==> src/rtl/de_scoreboard_pkg.sv <==
// Shared constants and helpers for the decode-stage register scoreboard.
package de_scoreboard_pkg;

    localparam int NREGS_DEFAULT     = 32;
    localparam int REGNOBITS_DEFAULT = 5;
    localparam int NRD_DEFAULT       = 2;
    localparam int CNTBITS_DEFAULT   = 2;
    localparam int STATBITS_DEFAULT  = 32;

    // Largest value a pending counter of the given width can hold.
    function automatic int cnt_max(input int cntbits);
        return (1 << cntbits) - 1;
    endfunction

    // LSB of read port k inside the packed src_id bus.
    function automatic int src_lsb(input int k, input int regnobits);
        return k * regnobits;
    endfunction

endpackage

==> src/rtl/de_scoreboard_sb_cnt.sv <==
// One saturating pending-write counter with increment, decrement and clear.
module sb_cnt
    import de_scoreboard_pkg::*;
#(
    parameter int CNTBITS = CNTBITS_DEFAULT
) (
    input  logic               clk,
    input  logic               rst_n,
    input  logic               inc_i,
    input  logic               dec_i,
    input  logic               clr_i,
    output logic [CNTBITS-1:0] cnt_o,
    output logic               nonzero_o,
    output logic               full_o,
    output logic               nxt_nonzero_o
);

    localparam logic [CNTBITS-1:0] MAX = CNTBITS'(cnt_max(CNTBITS));

    logic [CNTBITS-1:0] cnt_q;
    logic [CNTBITS-1:0] cnt_d;

    assign nonzero_o     = (cnt_q != {CNTBITS{1'b0}});
    assign full_o        = (cnt_q == MAX);
    assign cnt_o         = cnt_q;
    assign nxt_nonzero_o = (cnt_d != {CNTBITS{1'b0}});

    // Next count: clear wins, a matched inc/dec pair cancels, never wrap.
    always_comb begin
        cnt_d = cnt_q;
        if (clr_i) begin
            cnt_d = {CNTBITS{1'b0}};
        end else if (inc_i && !dec_i && !full_o) begin
            cnt_d = cnt_q + CNTBITS'(1);
        end else if (dec_i && !inc_i && nonzero_o) begin
            cnt_d = cnt_q - CNTBITS'(1);
        end else begin
            cnt_d = cnt_q;
        end
    end

    // Counter state register.
    always_ff @(posedge clk or negedge rst_n) begin
        if (!rst_n) begin
            cnt_q <= {CNTBITS{1'b0}};
        end else begin
            cnt_q <= cnt_d;
        end
    end

endmodule

==> src/rtl/de_scoreboard.sv <==
// Decode-stage register scoreboard built from per-register pending-write counters.
// Optional build macro DE_SCOREBOARD_WB_BYPASS_EN lets a same-cycle last writeback satisfy a read.
module de_scoreboard
    import de_scoreboard_pkg::*;
#(
    parameter int NREGS     = NREGS_DEFAULT,
    parameter int REGNOBITS = REGNOBITS_DEFAULT,
    parameter int NRD       = NRD_DEFAULT,
    parameter int CNTBITS   = CNTBITS_DEFAULT,
    parameter int STATBITS  = STATBITS_DEFAULT
) (
    input  logic                     clk,
    input  logic                     reset_n,
    input  logic                     issue_valid,
    input  logic                     issue_wr,
    input  logic [REGNOBITS-1:0]     issue_rd,
    input  logic [NRD-1:0]           src_valid,
    input  logic [NRD*REGNOBITS-1:0] src_id,
    input  logic                     wb_valid,
    input  logic [REGNOBITS-1:0]     wb_rd,
    input  logic                     flush,
    output logic                     stall,
    output logic                     issue_fire,
    output logic                     busy,
    output logic                     err_underflow,
    output logic [STATBITS-1:0]      stall_cycles
);

    localparam int NSLOTS = 1 << REGNOBITS;

    logic [CNTBITS-1:0]   cnt_s    [NSLOTS];
    logic [NSLOTS-1:0]    nz_s;
    logic [NSLOTS-1:0]    full_s;
    logic [NSLOTS-1:0]    nxt_nz_s;
    logic [REGNOBITS-1:0] src_id_s [NRD];
    logic                 src_pend_s;
    logic                 sat_s;
    logic                 underflow_s;
    logic                 busy_q, busy_d;
    logic                 err_q, err_d;
    logic [STATBITS-1:0]  stall_cycles_q, stall_cycles_d;

    for (genvar k = 0; k < NRD; k++) begin : g_src
        assign src_id_s[k] = src_id[src_lsb(k, REGNOBITS) +: REGNOBITS];
    end

    // Slot 0 and IDs beyond NREGS are tied to an empty, never-full counter.
    for (genvar r = 0; r < NSLOTS; r++) begin : g_reg
        if (r >= 1 && r < NREGS) begin : g_cnt
            logic inc_s;
            logic dec_s;
            assign inc_s = issue_fire && issue_wr && (issue_rd == REGNOBITS'(r));
            assign dec_s = wb_valid && (wb_rd == REGNOBITS'(r)) && nz_s[r];
            sb_cnt #(.CNTBITS(CNTBITS)) u_cnt (
                .clk           (clk),
                .rst_n         (reset_n),
                .inc_i         (inc_s),
                .dec_i         (dec_s),
                .clr_i         (flush),
                .cnt_o         (cnt_s[r]),
                .nonzero_o     (nz_s[r]),
                .full_o        (full_s[r]),
                .nxt_nonzero_o (nxt_nz_s[r])
            );
        end else begin : g_zero
            assign cnt_s[r]    = {CNTBITS{1'b0}};
            assign nz_s[r]     = 1'b0;
            assign full_s[r]   = 1'b0;
            assign nxt_nz_s[r] = 1'b0;
        end
    end

    // Source hazard check across all read ports.
    always_comb begin
        src_pend_s = 1'b0;
        for (int k = 0; k < NRD; k++) begin
            if (src_valid[k] && nz_s[src_id_s[k]]) begin
`ifdef DE_SCOREBOARD_WB_BYPASS_EN
                if (wb_valid && (wb_rd == src_id_s[k]) &&
                    (cnt_s[src_id_s[k]] == CNTBITS'(1))) begin
                    src_pend_s = src_pend_s;
                end else begin
                    src_pend_s = 1'b1;
                end
`else
                src_pend_s = 1'b1;
`endif
            end else begin
                src_pend_s = src_pend_s;
            end
        end
    end

    assign sat_s       = issue_wr && (issue_rd != {REGNOBITS{1'b0}}) && full_s[issue_rd];
    assign stall       = issue_valid && (src_pend_s || sat_s);
    assign issue_fire  = issue_valid && !stall && !flush;
    assign underflow_s = wb_valid && (wb_rd != {REGNOBITS{1'b0}}) && !nz_s[wb_rd];

    // Next state of the status registers.
    always_comb begin
        busy_d = |nxt_nz_s;
        err_d  = err_q || underflow_s;
        if (stall) begin
            stall_cycles_d = stall_cycles_q + STATBITS'(1);
        end else begin
            stall_cycles_d = stall_cycles_q;
        end
    end

    // Status registers.
    always_ff @(posedge clk or negedge reset_n) begin
        if (!reset_n) begin
            busy_q         <= 1'b0;
            err_q          <= 1'b0;
            stall_cycles_q <= {STATBITS{1'b0}};
        end else begin
            busy_q         <= busy_d;
            err_q          <= err_d;
            stall_cycles_q <= stall_cycles_d;
        end
    end

    assign busy          = busy_q;
    assign err_underflow = err_q;
    assign stall_cycles  = stall_cycles_q;

endmodule
==> config.mk <==
export PLATFORM = sky130hd
export DESIGN_NAME = de_scoreboard
export DESIGN_NICKNAME = d
export VERILOG_FILES = /design/src/rtl/de_scoreboard_pkg.sv /design/src/rtl/de_scoreboard_sb_cnt.sv /design/src/rtl/de_scoreboard.sv
export SDC_FILE = /design/constraint.sdc
export NUM_CORES = 1
export LEC_CHECK = 0
export CORE_MARGIN = 8
export CORE_UTILIZATION = 49
export CTS_CLUSTER_SIZE = 25
export DETAILED_ROUTE_END_ITERATION = 8
export GPL_TIMING_DRIVEN = 0
export HOLD_SLACK_MARGIN = 0.08
export PLACE_DENSITY = 0.68
export SKIP_CTS_REPAIR_TIMING = 1
export SLEW_MARGIN = 10
export SYNTH_ARGS = -nofsm -noshare
export SYNTH_HDL_FRONTEND = slang
export SYNTH_HIERARCHICAL = 1
export SYNTH_SLANG_ARGS = --single-unit
==> constraint.sdc <==
create_clock -name clk -period 5.69 [get_ports clk]
set_input_delay 1.707 -clock clk [delete_from_list [all_inputs] [get_ports clk]]
set_output_delay 1.707 -clock clk [all_outputs]
set_load 0.005 [all_outputs]
==> flow_summary.toml <==
[placement]
io_buffers = 54
finalWeightedCongestion = 0.9123
dp.cells = 1511
dp_hpwl_mm = 21.49
dp_slack_ns = -1.556

[clocking]
clock_sinks = 96
clk_path_buf_depth = 2
path_clk_slew_ns = 0.08
insertion_delay_ns = 0.37
htree_levels = 3
cts-buffers-inserted = 9
cts_root_buffer = "clkbuf_16"
cts_tree = "built"

[status]
status = "completed"

[detailed_routing]
drt-wirelength-per-cell_um = 18.98
drc = 0
top_layer = "met4"
wl_met1_mm = 13.28
firstDrtPassIters = 5
drt_iter0_drc = 849
vias = 9769
met2_length_mm = 13.57
viasPerCell = 6.344
finalWirelength_mm = 29.23
final_antenna_net_count = 0
routed-wl-met3_mm = 1.863

[sta]
relSlewSlack_pct = 30.48
worst_slew_pin_slew_ns = 1.041
period_needed_ns = 5.622
skew_ns = 0.01283
rsz0062_at_grt = "true"
finalHoldViolations = 0
setup_violations = 0
fin_ws_ns = 0.06826
max_freq_mhz = 177.9
holdWs_ns = 0.4686
drv_slew = 0
min_period_over_period_pct = 98.80

[synthesis]
synth_seq_area_share_pct = 23.42
ys.flop_type = "dfrtp_1"
syn_nets = 1271
yosys.cell_types.count = 62
syn_inst = 1180
syn_area_per_cell_um2 = 8.694
synth_area_um2 = 10260
yosysWarnings = 6
synth_edf_count = 0
synth-async-reset-ratio_pct = 100.0
synth_seq_cells = 96

[run]
cap_violations = 0

[worst_setup_path]
slowest_delay_ns = 0.34
r2r_setup_slack_ns = 0.86
startpoint_type = "primary input"
end_kind = "output port"
rr_worst_depth = 18
timing.rr.end = "busy"
r2r_start = "g_reg[22].g_cnt.u_cnt/cnt_o[1]"
crit_type = "primary input to output port"
crit_chain = "clkbuf_2 > buf_6 > buf_4 > mux2_2 > o2111ai_1 > a311oi_2 > a311oi_4 > buf_12 > clkbuf_4 > nand3_1 > nor3_2 > dlymetal6s2s_1"
cp.required_ns = 3.98
critPathMaxFanout = 10
cpLargestDelayFamily = "buffers and inverters"
critPathArrivalTime_ns = 3.91
worst-path-buf-inv = 6
slowest_stage = "mux2_2"

[cells_and_area]
stdcell_count = 1540
seq_area_um2 = 2402
nFillCells = 1858
multi_input_area_um2 = 7488
areaGrowthSynthToFinish_pct = 15.16
fin_nets = 1349
drive_gt1_share_pct = 10.29
most-common-layout-cells = "inv_1, dfrtp_1, nor2_1"
final_common_cell = "inv_1"
final_util_pct = 56.92

[die]
die_h_um = 160.7
std_cell_rows = 53
dieArea_um2 = 25820
die_x_um = 160.7
start_util_pct = 49.42
core_area_um2 = 20760
io_pins = 64

[power_and_ir_drop]
p_per_area_nw_per_um2 = 167.5
p_leak_nw = 4.810
vdd_drop_max_mv = 0.1425
finalPower_mw = 1.979

[global_route]
grt_first_pass_wirelength_mm = 46.89
grt_pass1_vias = 8902
grt-ovfl-total = 0
grt_antenna_before_repair = 1
track_usage_pct = 21.91
grt_max_degree = 96

[min_path]
hold-path-endpoint = "err_underflow"
hp-start = "err_underflow"
hold_class = "flop to flop"
worstHoldPathCells = 1
## stage by stage
stage / setup TNS (ns) / area [µm²]
finish: 0 / 11810
global route: -0.07135 / 11810
CTS: -3.540 / 11510
detailed placement: -14.16 / 11200
global placement: -313.30 / 11140
floorplan: 0 / 10260
## flip-flops by register name, indices dropped and copies added, names as in the netlist
register,cells
g.g_cnt.u_cnt/cnt_o,62
stall_cycles,32
busy,1
err_underflow,1
## worst max path at each step
stage / from / to / slack [ns] / cells past startpoint
after floorplan: src_id[0] / issue_fire / 0.22 / 7
after global placement: flush / busy / -4.61 / 10
after detailed placement: src_id[6] / busy / -1.56 / 15
after CTS: src_id[6] / issue_fire / -1.36 / 10
after global routing: src_id[6] / issue_fire / -0.05 / 11
final: src_id[6] / issue_fire / 0.07 / 12
## synthesized netlist by cell type, types with 10 or more instances
library cell  instances  area, µm²
inv_1               100      375.4
dfrtp_1              96       2402
nor3_1               78      390.4
nor2_1               70      262.8
ha_1                 63      788.3
nor2b_1              50      312.8
nor3b_1              46      345.3
a21oi_1              42      210.2
nor4b_1              40      350.3
nand2b_1             37      231.5
and3_1               35      219.0
nor4_1               31      193.9
xor2_1               30      262.8
a221oi_1             25      219.0
mux4_2               25      563.0
a211oi_1             24      180.2
a21o_1               23      172.7
a22oi_1              23      172.7
a311oi_1             23      201.4
o21ai_0              23      115.1
a311o_1              22      220.2
o21a_1               22      165.2
o21bai_1             22      165.2
or2_1                22      137.6
or2b_1               22      165.2
clkbuf_1             18      67.56
nand2_1              18      67.56
nand3_1              17      85.08
buf_2                13      65.06
a31oi_1              11      68.82
mux2i_1              11      110.1
nand4_1              10      62.56
o22ai_1              10      62.56
## where the power goes
group	internal [mW]	switching (mW)
combinational	0.245	0.295
sequential	0.722	0.0573
clock	0.316	0.345
## cell families after synthesis
family,after synthesis,synth area share [%]
simple gates,508,30.69
compound gates,298,22.33
buf+inv,133,5.025
flops,96,23.42
fa+ha+maj,63,7.684
mux,51,8.208
xor+xnor,31,2.647
## final cells by class
type                            instances  area share [%]
Multi-Input combinational cell        951           63.39
Sequential cell                        96           20.33
Timing Repair Buffer                   67           6.016
Inverter                              100           3.177
Tap cell                              275           2.913
Clock buffer                            9           1.906
Buffer                                 33           1.536
Clock inverter                          7          0.6884
Antenna cell                            2         0.04236
## per-layer routing
layer / up-vias / track usage [%]
met5: - / 0
met4: 0 / 7.197
met3: 35 / 3.353
met2: 325 / 34.52
met1: 4729 / 30.20
li1: 4680 / -
Note: power is estimated with default switching activity, not from simulation.
